`src/rtl/hdmi_text_axi_pkg.sv`:
```
// Shared types for the text-mode VRAM/palette AXI4-Lite bridge: FSM states, response codes, region decode.
package hdmi_text_axi_pkg;

  typedef enum logic [2:0] {
    IDLE,
    WR_ACC,
    B_RESP,
    AR_ACC,
    RD_WAIT,
    R_RESP
  } state_t;

  typedef enum logic [1:0] {
    VRAM,
    PAL,
    MISS
  } region_t;

  localparam logic [1:0] RESP_OKAY   = 2'b00;
  localparam logic [1:0] RESP_SLVERR = 2'b10;

  // Word index -> target; the hole between VRAM and the palette decodes as a miss.
  function automatic region_t decode_region(input logic [31:0] idx,
                                            input int unsigned vram_words,
                                            input int unsigned pal_base,
                                            input int unsigned pal_regs);
    if (idx < vram_words)
      return VRAM;
    else if (idx >= pal_base && idx < pal_base + pal_regs)
      return PAL;
    else
      return MISS;
  endfunction

endpackage

```
`src/rtl/hdmi_text_axi_palette.sv`:
```
// Palette register file: byte-strobed write, one cycle after wr_en; combinational read mux.
// No backpressure; the bridge FSM guarantees one access at a time.
module hdmi_text_axi_palette
  import hdmi_text_axi_pkg::*;
#(
  parameter int unsigned REGS  = 8,
  parameter int          SEL_W = 3
) (
  input  logic                 clk,
  input  logic                 rst,
  input  logic                 wr_en,
  input  logic [SEL_W-1:0]     wr_sel,
  input  logic [3:0]           wr_strb,
  input  logic [31:0]          wr_data,
  input  logic [SEL_W-1:0]     rd_sel,
  output logic [31:0]          rd_data,
  output logic [REGS*32-1:0]   regs_flat
);

  logic [31:0] regs [REGS];

  always_ff @(posedge clk) begin
    if (rst) begin
      for (int i = 0; i < REGS; i++) regs[i] <= '0;
    end else if (wr_en) begin
      for (int b = 0; b < 4; b++)
        if (wr_strb[b]) regs[wr_sel][b*8 +: 8] <= wr_data[b*8 +: 8];
    end
  end

  assign rd_data = regs[rd_sel];

  always_comb begin
    regs_flat = '0;
    for (int i = 0; i < REGS; i++) regs_flat[i*32 +: 32] = regs[i];
  end

endmodule

```
`src/rtl/hdmi_text_axi_vram_bridge.sv`:
```
// AXI4-Lite slave to VRAM port A + palette; write B at grant+2, read R at grant+2+BRAM_RD_LATENCY.
// One transaction in flight, READY only in *_ACC states; HDMI_AXI_SLVERR_EN makes decode misses return SLVERR.
module hdmi_text_axi_vram_bridge
  import hdmi_text_axi_pkg::*;
#(
  parameter int          C_S_AXI_DATA_WIDTH = 32,
  parameter int          C_S_AXI_ADDR_WIDTH = 16,
  parameter int unsigned VRAM_WORDS         = 1200,
  parameter int unsigned PAL_BASE_WORD      = 2048,
  parameter int unsigned PALETTE_REGS       = 8,
  parameter int          BRAM_RD_LATENCY    = 2
) (
  input  logic                              S_AXI_ACLK,
  input  logic                              S_AXI_ARESET,
  input  logic [C_S_AXI_ADDR_WIDTH-1:0]     S_AXI_AWADDR,
  input  logic [2:0]                        S_AXI_AWPROT,
  input  logic                              S_AXI_AWVALID,
  output logic                              S_AXI_AWREADY,
  input  logic [C_S_AXI_DATA_WIDTH-1:0]     S_AXI_WDATA,
  input  logic [C_S_AXI_DATA_WIDTH/8-1:0]   S_AXI_WSTRB,
  input  logic                              S_AXI_WVALID,
  output logic                              S_AXI_WREADY,
  output logic [1:0]                        S_AXI_BRESP,
  output logic                              S_AXI_BVALID,
  input  logic                              S_AXI_BREADY,
  input  logic [C_S_AXI_ADDR_WIDTH-1:0]     S_AXI_ARADDR,
  input  logic [2:0]                        S_AXI_ARPROT,
  input  logic                              S_AXI_ARVALID,
  output logic                              S_AXI_ARREADY,
  output logic [C_S_AXI_DATA_WIDTH-1:0]     S_AXI_RDATA,
  output logic [1:0]                        S_AXI_RRESP,
  output logic                              S_AXI_RVALID,
  input  logic                              S_AXI_RREADY,
  output logic                              bram_en,
  output logic [3:0]                        bram_we,
  output logic [$clog2(VRAM_WORDS)-1:0]     bram_addr,
  output logic [31:0]                       bram_din,
  input  logic [31:0]                       bram_dout,
  output logic [PALETTE_REGS*32-1:0]        palette_o
);

  localparam int         BRAM_AW   = $clog2(VRAM_WORDS);
  localparam int         IDX_W     = C_S_AXI_ADDR_WIDTH - 2;
  localparam int         PAL_SEL_W = (PALETTE_REGS > 1) ? $clog2(PALETTE_REGS) : 1;
  localparam logic [2:0] LAT_LAST  = 3'(BRAM_RD_LATENCY - 1);

`ifdef HDMI_AXI_SLVERR_EN
  localparam logic [1:0] MISS_RESP = RESP_SLVERR;
`else
  localparam logic [1:0] MISS_RESP = RESP_OKAY;
`endif

  if (C_S_AXI_DATA_WIDTH != 32) begin : g_dw_check
    $error("hdmi_text_axi_vram_bridge supports a 32-bit data bus only");
  end
  if (BRAM_RD_LATENCY < 1 || BRAM_RD_LATENCY > 4) begin : g_lat_check
    $error("BRAM_RD_LATENCY must be 1..4");
  end
  if (PAL_BASE_WORD < VRAM_WORDS) begin : g_map_check
    $error("palette must sit above VRAM");
  end

  state_t                 state, next_state;
  logic                   last_grant_wr;
  logic                   wr_pend, rd_pend, grant_wr, grant_rd;
  logic [IDX_W-1:0]       aw_idx, ar_idx;
  region_t                aw_region, ar_region, cur_region;
  logic [PAL_SEL_W-1:0]   aw_pal_sel, ar_pal_sel, cur_pal_sel;
  logic [3:0]             cur_strb;
  logic [31:0]            cur_wdata;
  logic [2:0]             lat_cnt;
  logic [31:0]            pal_rd_data;
  logic [31:0]            rdata_q;
  logic [1:0]             bresp_q, rresp_q;
  logic                   unused_ok;

  assign unused_ok = ^{S_AXI_AWPROT, S_AXI_ARPROT, S_AXI_AWADDR[1:0], S_AXI_ARADDR[1:0]};

  assign aw_idx     = S_AXI_AWADDR[C_S_AXI_ADDR_WIDTH-1:2];
  assign ar_idx     = S_AXI_ARADDR[C_S_AXI_ADDR_WIDTH-1:2];
  assign aw_region  = decode_region(32'(aw_idx), VRAM_WORDS, PAL_BASE_WORD, PALETTE_REGS);
  assign ar_region  = decode_region(32'(ar_idx), VRAM_WORDS, PAL_BASE_WORD, PALETTE_REGS);
  assign aw_pal_sel = PAL_SEL_W'(32'(aw_idx) - PAL_BASE_WORD);
  assign ar_pal_sel = PAL_SEL_W'(32'(ar_idx) - PAL_BASE_WORD);

  // A write needs both AW and W; on contention the type not served last time wins.
  assign wr_pend  = S_AXI_AWVALID && S_AXI_WVALID;
  assign rd_pend  = S_AXI_ARVALID;
  assign grant_wr = wr_pend && (!rd_pend || !last_grant_wr);
  assign grant_rd = rd_pend && !grant_wr;

  always_ff @(posedge S_AXI_ACLK) begin
    if (S_AXI_ARESET) state <= IDLE;
    else              state <= next_state;
  end

  always_comb begin
    next_state = state;
    case (state)
      IDLE:    if (grant_wr)      next_state = WR_ACC;
               else if (grant_rd) next_state = AR_ACC;
      WR_ACC:  next_state = B_RESP;
      B_RESP:  if (S_AXI_BREADY)  next_state = IDLE;
      AR_ACC:  next_state = RD_WAIT;
      RD_WAIT: if (lat_cnt == LAT_LAST) next_state = R_RESP;
      R_RESP:  if (S_AXI_RREADY)  next_state = IDLE;
      default: next_state = IDLE;
    endcase
  end

  always_comb begin
    S_AXI_AWREADY = 1'b0;
    S_AXI_WREADY  = 1'b0;
    S_AXI_ARREADY = 1'b0;
    S_AXI_BVALID  = 1'b0;
    S_AXI_RVALID  = 1'b0;
    case (state)
      WR_ACC: begin
        S_AXI_AWREADY = 1'b1;
        S_AXI_WREADY  = 1'b1;
      end
      AR_ACC: S_AXI_ARREADY = 1'b1;
      B_RESP: S_AXI_BVALID  = 1'b1;
      R_RESP: S_AXI_RVALID  = 1'b1;
      default: ;
    endcase
  end

  assign S_AXI_BRESP = bresp_q;
  assign S_AXI_RRESP = rresp_q;
  assign S_AXI_RDATA = rdata_q;

  // Bus fields are captured on the grant edge so the BRAM pulse lines up with the *_ACC cycle.
  always_ff @(posedge S_AXI_ACLK) begin
    if (S_AXI_ARESET) begin
      last_grant_wr <= 1'b0;
      cur_region    <= VRAM;
      cur_pal_sel   <= '0;
      cur_strb      <= '0;
      cur_wdata     <= '0;
      lat_cnt       <= '0;
      rdata_q       <= '0;
      bresp_q       <= RESP_OKAY;
      rresp_q       <= RESP_OKAY;
      bram_en       <= 1'b0;
      bram_we       <= '0;
      bram_addr     <= '0;
      bram_din      <= '0;
    end else begin
      bram_en <= 1'b0;
      bram_we <= '0;
      case (state)
        IDLE: begin
          if (grant_wr) begin
            last_grant_wr <= 1'b1;
            cur_region    <= aw_region;
            cur_pal_sel   <= aw_pal_sel;
            cur_strb      <= S_AXI_WSTRB;
            cur_wdata     <= S_AXI_WDATA;
            if (aw_region == VRAM) begin
              bram_en   <= 1'b1;
              bram_we   <= S_AXI_WSTRB;
              bram_addr <= BRAM_AW'(aw_idx);
              bram_din  <= S_AXI_WDATA;
            end
          end else if (grant_rd) begin
            last_grant_wr <= 1'b0;
            cur_region    <= ar_region;
            cur_pal_sel   <= ar_pal_sel;
            if (ar_region == VRAM) begin
              bram_en   <= 1'b1;
              bram_addr <= BRAM_AW'(ar_idx);
            end
          end
        end
        WR_ACC:  bresp_q <= (cur_region == MISS) ? MISS_RESP : RESP_OKAY;
        AR_ACC:  lat_cnt <= '0;
        RD_WAIT: begin
          lat_cnt <= lat_cnt + 3'd1;
          if (lat_cnt == LAT_LAST) begin
            case (cur_region)
              VRAM:    rdata_q <= bram_dout;
              PAL:     rdata_q <= pal_rd_data;
              default: rdata_q <= '0;
            endcase
            rresp_q <= (cur_region == MISS) ? MISS_RESP : RESP_OKAY;
          end
        end
        default: ;
      endcase
    end
  end

  hdmi_text_axi_palette #(
    .REGS  (PALETTE_REGS),
    .SEL_W (PAL_SEL_W)
  ) u_palette (
    .clk       (S_AXI_ACLK),
    .rst       (S_AXI_ARESET),
    .wr_en     (state == WR_ACC && cur_region == PAL),
    .wr_sel    (cur_pal_sel),
    .wr_strb   (cur_strb),
    .wr_data   (cur_wdata),
    .rd_sel    (cur_pal_sel),
    .rd_data   (pal_rd_data),
    .regs_flat (palette_o)
  );

endmodule

```
`config.mk`:
```
export PLATFORM = sky130hd
export DESIGN_NAME = hdmi_text_axi_vram_bridge
export DESIGN_NICKNAME = d
export VERILOG_FILES = /design/src/rtl/hdmi_text_axi_pkg.sv /design/src/rtl/hdmi_text_axi_palette.sv /design/src/rtl/hdmi_text_axi_vram_bridge.sv
export SDC_FILE = /design/constraint.sdc
export NUM_CORES = 1
export LEC_CHECK = 0
export CORE_UTILIZATION = 40
export DETAILED_ROUTE_END_ITERATION = 8
export HOLD_SLACK_MARGIN = 0.1
export PLACE_DENSITY_LB_ADDON = 0.08
export SKIP_CTS_REPAIR_TIMING = 1
export SYNTH_ARGS = -nofsm -noshare
export SYNTH_HDL_FRONTEND = slang
export SYNTH_SLANG_ARGS = --single-unit
```
`constraint.sdc`:
```
create_clock -name S_AXI_ACLK -period 2.5 [get_ports S_AXI_ACLK]
set_clock_uncertainty 0.15 [all_clocks]
set_input_delay 0.375 -clock S_AXI_ACLK [delete_from_list [all_inputs] [get_ports S_AXI_ACLK]]
set_output_delay 0.375 -clock S_AXI_ACLK [all_outputs]
set_load 0.01 [all_outputs]
```
==> results of run 1 <==
## routing by layer
metal	wire length (µm)	up-vias	part of all wire	global-route usage
met5	16	-	0.00029	0
met4	1460	4	0.027	0.0993
met3	3280	81	0.060	0.0496
met2	26700	445	0.49	0.416
met1	23500	6082	0.43	0.328
li1	-	5672	-	-
## sequential cells by signal (all words and copies together), names as in the netlist, named ones only
register	cells
S_AXI_RDATA	32
bram_addr	11
bram_din	32
bram_en	1
bram_we	4
cur_pal_sel	3
cur_region	2
cur_strb	4
cur_wdata	32
last_grant_wr	1
lat_cnt	3
state	3
u_palette.regs	256
## power groups by stage
stage                     registers (mW)  clock network, mW  logic [mW]
after CTS                           7.30               6.60        2.09
after global placement              7.42                  0        2.07
after detailed placement            7.43                  0        2.08
after global routing                7.33               6.86        2.19
final                               7.29               6.50        2.07
after floorplan                     7.36                  0        1.03
## Yosys cell counts (3+ instances only)
cell type | count | area (µm²)
or3_1 | 5 | 31.3
a21oi_1 | 81 | 405
buf_4 | 8 | 60.1
and4_1 | 8 | 70.1
buf_2 | 18 | 90.1
a221oi_1 | 11 | 96.3
nor2_1 | 37 | 139
a211oi_1 | 40 | 300
mux4_2 | 64 | 1440
edfxtp_1 | 256 | 7690
or2_1 | 32 | 200
mux2i_1 | 19 | 190
nor2_4 | 32 | 360
dfxtp_1 | 131 | 2620
nand3_1 | 4 | 20.0
and2_1 | 262 | 1640
nor4_1 | 3 | 18.8
a22oi_1 | 24 | 180
nand2b_1 | 3 | 18.8
o22ai_1 | 8 | 50.1
nand3b_1 | 4 | 30.0
nor3b_2 | 3 | 37.5
clkbuf_1 | 49 | 184
a22o_1 | 33 | 289
nor3_1 | 6 | 30.0
o211a_1 | 3 | 30.0
o21ai_0 | 4 | 20.0
nand3_4 | 4 | 70.1
nand2_1 | 79 | 297
## cell families after synthesis
| logic type | Yosys count |
|---|---|
| compound gates | 212 |
| buf+inv | 78 |
| fa+ha+maj | 2 |
| other cells | 1 |
| simple gates | 497 |
| flops | 387 |
| mux | 83 |
## path summary, 6_finish.rpt
check                           cells after the start                      from                          to
worst min register to register                      1  bram_din[9]$_SDFFE_PP0P_    bram_din[9]$_SDFFE_PP0P_
worst max-delay path                                3     state[2]$_SDFFE_PP0P_                S_AXI_RVALID
worst min-delay path                                3           S_AXI_WDATA[17]  cur_wdata[17]$_SDFFE_PP0P_
worst max register to register                      5     state[2]$_SDFFE_PP0P_   bram_addr[2]$_SDFFE_PP0P_
## critical path, delay by kind of cell (launching register included)
family,cells,cell delay [ps]
DFF,1,390
buffers and inverters,2,720
and+or+nand+nor,1,190
## stage by stage
step,hold WS (ps),TNS [ps],utilization,std cells,worst slack [ps]
2_1_floorplan,322,0,-,1263,262
3_3_place_gp,308,0,0.544,2243,48.4
3_5_place_dp,308,0,0.544,2243,34.4
4_1_cts,221,-201,0.579,2321,-64.4
5_1_grt,256,0,0.580,2326,52.6
6_report,251,0,0.580,2328,101
## layout make-up
type                            count  area share
Antenna cell                        7    0.000733
Clock buffer                       61      0.0530
Clock inverter                     17     0.00769
Inverter                            1    0.000157
Multi-Input combinational cell    798       0.261
Sequential cell                   387       0.432
Tap cell                          532      0.0278
Timing Repair Buffer              525       0.218
==> results.md, run 1 <==
* DR iter-0 viols at 798
* Routed Wire Length at 54,900 µm
* Share of cells above drive strength 1 at 0.146
* FP Rows at 74
* DRC viols at 0
* Cell variety after synth at 50
* Slowest stage delay, CP at 530 ps
* Post-synth ARST share at 0
* Flop pwr share at 0.460
* Hold Violations, Final at 0
* Htree depth at 2
* Post-synthesis sequential area ratio at 0.612
* CTS tree: built
* Vias in the first global route at 12.4k
* Switching share of total power at 0.246
* Area delta synth->final at 41.9%
* Most frequent cells in the layout: clkdlybuf4s50_1 (438), and2_1 (262), edfxtp_1 (256), dfxtp_1 (128), a21oi_1 (80)
* Xor and xnor area share after synthesis at 0
* Post-DR wirelength/cell at 23.6 µm
* Vias per cell at 5.28
* Maximum fanout along the worst path at 11
* FF/Latch Area at 10,300 µm²
* Routed Antenna Nets at 0
* Synth warn at 0
* Gate Count Post-Synth at 1,260
* Minimum clock period at 2400 ps
* CTS root buf: clkbuf_16
* Main combinational cell family by area after synthesis: simple AND/OR/NAND/NOR gates
* Hold Crit Class: primary input to flop
* Maximum vdd drop at 471 µV
* Final Max Slew Viols at 0
* Slowest-stage cell, CP: clkdlybuf4s50_1
* Syn Area/Cell at 13.4 µm²
* Drt pass-1 iters at 5
* Post-synthesis mux area share at 0.0968
* Most common cell after layout, fill and taps aside: clkdlybuf4s50_1
* CTS Buf Count at 43
* Clk sinks at 387
* Grt total ovfl at 0
* Starting Density at 0.409
* Type of the worst setup path: flop to output pin
* Via count at 12.3k
* IO Pins at 458
* Register bit count reported by yosys at 387
* Fillers at 3,404
* Placed Area at 22,400 µm²
* DIE WIDTH at 207 µm
* RSZ-0062 raised after global routing: false
* Mapped Area at 16,900 µm²
* Clock Pin Slew Worst Setup and Hold Paths at 60 ps
* Ys flop type: edfxtp_1
* Internal Power at 12.0 mW
* Pin count of the biggest net entering global routing at 129
* Complex-gate fraction of the synthesized area at 0.0853
* Reg2reg setup slack at 200 ps
* Power share of the clock group at 0.410
* Crit path arrival time at 1870 ps
* Area of the multi-input gates at 6250 µm²
* Least-Margin Pin Slew at 698 ps
* Clock Latency Late Sink at 570 ps
* Final period util at 0.960
* Nets@finish at 1,871
* Max-cap violations at 0
* Pwr/cell area at 663 nW/µm²
* Startpoint Class: flop
* Static leakage power at 8.48 nW
* Core box area at 41,200 µm²
* Total Routing Usage GR at 0.252
* Pwr Total at 15.9 mW
* Crit. End Element: output pin
* Worst path required time at 1980 ps
* Cell Chain, Critical Path: buf_4 -> and3b_1 -> clkdlybuf4s50_1
* Initial antenna violation count at 9
* Dpl hpwl at 41,000 µm
* Post-synthesis adder-cell area fraction at 0.00148
* Simple-gate area share of the yosys netlist at 0.184
* Die ar. at 43,000 µm²
* Combinational Power Share at 0.131
* First-pass GRT wire length at 80,700 µm
* CTS max path bufs at 3
* Finished layout cell area at 23,900 µm²
* Setup violators final at 0
* Switch Pwr at 3.90 mW
* Max-slew headroom at 0.534
* I/O Buffers at 443
* Die Ht at 207 µm
* Fmax at 417 MHz
* Routability cong. at 0.863
* Post-synth EDFFs at 256
* Status: finished clean
Power figures use the tool's default switching activity.
==> run 2: changes to the inputs <==
CORE_UTILIZATION = 35   (was 40)
MAX_ROUTING_LAYER = met4   (was not set)
==> results.md, run 2 (same netlist as run 1, synthesis figures left out) <==
* Status: finished clean (unchanged)
* Delay-heaviest family, CP: buffers and inverters (unchanged)
* Dpl ws at 7.42 ps (was 34.4 ps)
* Non-filler instance count after layout at 2,410 (was 2,328)
* Crit path arrival time at 1880 ps (was 1870 ps)
* Min Hold Slack at 250 ps (was 251 ps)
* Initial antenna violation count at 2 (was 9)
* Pwr/cell area at 660 nW/µm² (was 663 nW/µm²)
* IO Pins at 458 (unchanged)
* Max-slew headroom at 0.462 (was 0.534)
* Setup violators final at 0 (unchanged)
* Placed Area at 22,500 µm² (was 22,400 µm²)
* Vias in the first global route at 12.4k (about the same)
* Type of the worst setup path: flop to output pin (unchanged)
* DR iter-0 viols at 840 (was 798)
* Grt total ovfl at 0 (unchanged)
* FP Rows at 80 (was 74)
* First-pass GRT wire length at 83,600 µm (was 80,700 µm)
* CTS tree: built (unchanged)
* Clock Pin Slew Worst Setup and Hold Paths at 60 ps (about the same)
* Starting Density at 0.354 (was 0.409)
* R2R cell count at 6 (was 5)
* Static leakage power at 8.47 nW (was 8.48 nW)
* Hold Violations, Final at 0 (unchanged)
* Dpl hpwl at 43,200 µm (was 41,000 µm)
* Fmax at 415 MHz (was 417 MHz)
* Area delta synth->final at 42.2% (was 41.9%)
* Placed cells at 2,328 (was 2,243)
* Most frequent cells in the layout: clkdlybuf4s50_1 (438), and2_1 (262), edfxtp_1 (256), dfxtp_1 (127), a21oi_1 (80) (was clkdlybuf4s50_1 (438), and2_1 (262), edfxtp_1 (256), dfxtp_1 (128), a21oi_1 (80))
* Pin count of the biggest net entering global routing at 129 (unchanged)
* RSZ-0062 raised after global routing: false (unchanged)
* Clk sinks at 387 (unchanged)
* Slowest stage delay, CP at 530 ps (about the same)
* CTS Buf Count at 43 (unchanged)
* Finished layout cell area at 24,000 µm² (was 23,900 µm²)
* Least-Margin Pin Slew at 804 ps (was 698 ps)
* Die ar. at 49,000 µm² (was 43,000 µm²)
* DIE WIDTH at 221 µm (was 207 µm)
* Routed Wire Length at 57,500 µm (was 54,900 µm)
* Hold path depth at 3 (unchanged)
* Drt pass-1 iters at 5 (unchanged)
* Startpoint Class: flop (unchanged)
* Maximum fanout along the worst path at 10 (was 11)
* Routability cong. at 0.854 (was 0.863)
* Slowest-stage cell, CP: clkdlybuf4s50_1 (unchanged)
* DRC viols at 0 (unchanged)
* Routed Antenna Nets at 0 (unchanged)
* Hold Crit Class: primary input to flop (unchanged)
* Die Ht at 221 µm (was 207 µm)
* Core box area at 47,600 µm² (was 41,200 µm²)
* Vias per cell at 5.08 (was 5.28)
* Final Max Slew Viols at 0 (unchanged)
* CTS root buf: clkbuf_16 (unchanged)
* Crit path buf inv count at 2 (unchanged)
* Share of cells above drive strength 1 at 0.146 (about the same)
* Total Routing Usage GR at 0.238 (was 0.252)
* Maximum vdd drop at 433 µV (was 471 µV)
* Post-DR wirelength/cell at 23.8 µm (was 23.6 µm)
* Cell Chain, Critical Path: buf_4 -> and3b_1 -> clkdlybuf4s50_1 (unchanged)
* WP depth at 3 (unchanged)
* Worst path required time at 1980 ps (about the same)
* Post-route setup TNS at 0 ps (unchanged)
* Clock Latency Late Sink at 570 ps (about the same)
* Htree depth at 2 (unchanged)
* Minimum clock period at 2410 ps (was 2400 ps)
* Via count at 12.2k (was 12.3k)
* Largest register by flop count: u_palette.regs (unchanged)
* Crit. End Element: output pin (unchanged)
* Max-cap violations at 0 (unchanged)
* I/O Buffers at 443 (unchanged)
* Final period util at 0.963 (was 0.960)
* CTS max path bufs at 3 (unchanged)
* Nets@finish at 1,873 (was 1,871)
* Max reg flops at 256 (unchanged)
* Setup WS post-layout at 92.9 ps (was 101 ps)
* Most common cell after layout, fill and taps aside: clkdlybuf4s50_1 (unchanged)
-- run 2: cell types whose count changed in the layout (fill, tap and decap cells not counted), sizes merged --
cell and delta:
inv +1, diode -5, clkbuf -2, clkinv +1
clkinvlp +1, bufinv +1, buf +2
-- run 2: layout make-up --
cell class,instances,area [µm²]
Fill cell,4201,23700
Sequential cell,387,10300
Multi-Input combinational cell,798,6250
Timing Repair Buffer,527,5200
Clock buffer,59,1180
Tap cell,615,769
Clock inverter,21,239
Antenna cell,2,5.00
Inverter,1,3.75
-- run 2: tightest hold or removal path, cell delays in order --
cell	delay, ps
clkdlybuf4s50_1	420
nand2_1	70
a21oi_1	50
-- run 2: report_power, final --
group          total, mW  switching (mW)  internal [mW]
registers           7.32           0.297           7.03
clock network       6.42            2.60           3.82
logic               2.08            1.06           1.01
-- run 2: through the flow --
step                total power, mW   util
floorplan                      8.38      -
global placement               9.54  0.473
detailed placement             9.55  0.473
CTS                            16.0  0.502
global route                   16.4  0.503
finish                         15.8  0.503
-- run 2: worst paths after layout --
| kind | from | end | slack (ps) |
|---|---|---|---|
| worst max-delay path | state[2]$_SDFFE_PP0P_ | S_AXI_RVALID | 90 |
| worst min register to register | bram_din[26]$_SDFFE_PP0P_ | bram_din[26]$_SDFFE_PP0P_ | 320 |
| worst max register to register | flop | S_AXI_RDATA[21]$_SDFFE_PP0P_ | 230 |
| worst min-delay path | S_AXI_WDATA[12] | cur_wdata[12]$_SDFFE_PP0P_ | 250 |
-- run 2: metal layers --
| layer | vias to the layer above | routed length, µm | track usage | share of wire |
|---|---|---|---|---|
| met5 | - | 0 | - | 0 |
| met4 | 0 | 1120 | 0.0547 | 0.020 |
| met3 | 69 | 3220 | 0.0469 | 0.056 |
| met2 | 418 | 27800 | 0.384 | 0.48 |
| met1 | 6068 | 25300 | 0.309 | 0.44 |
| li1 | 5681 | - | - | - |
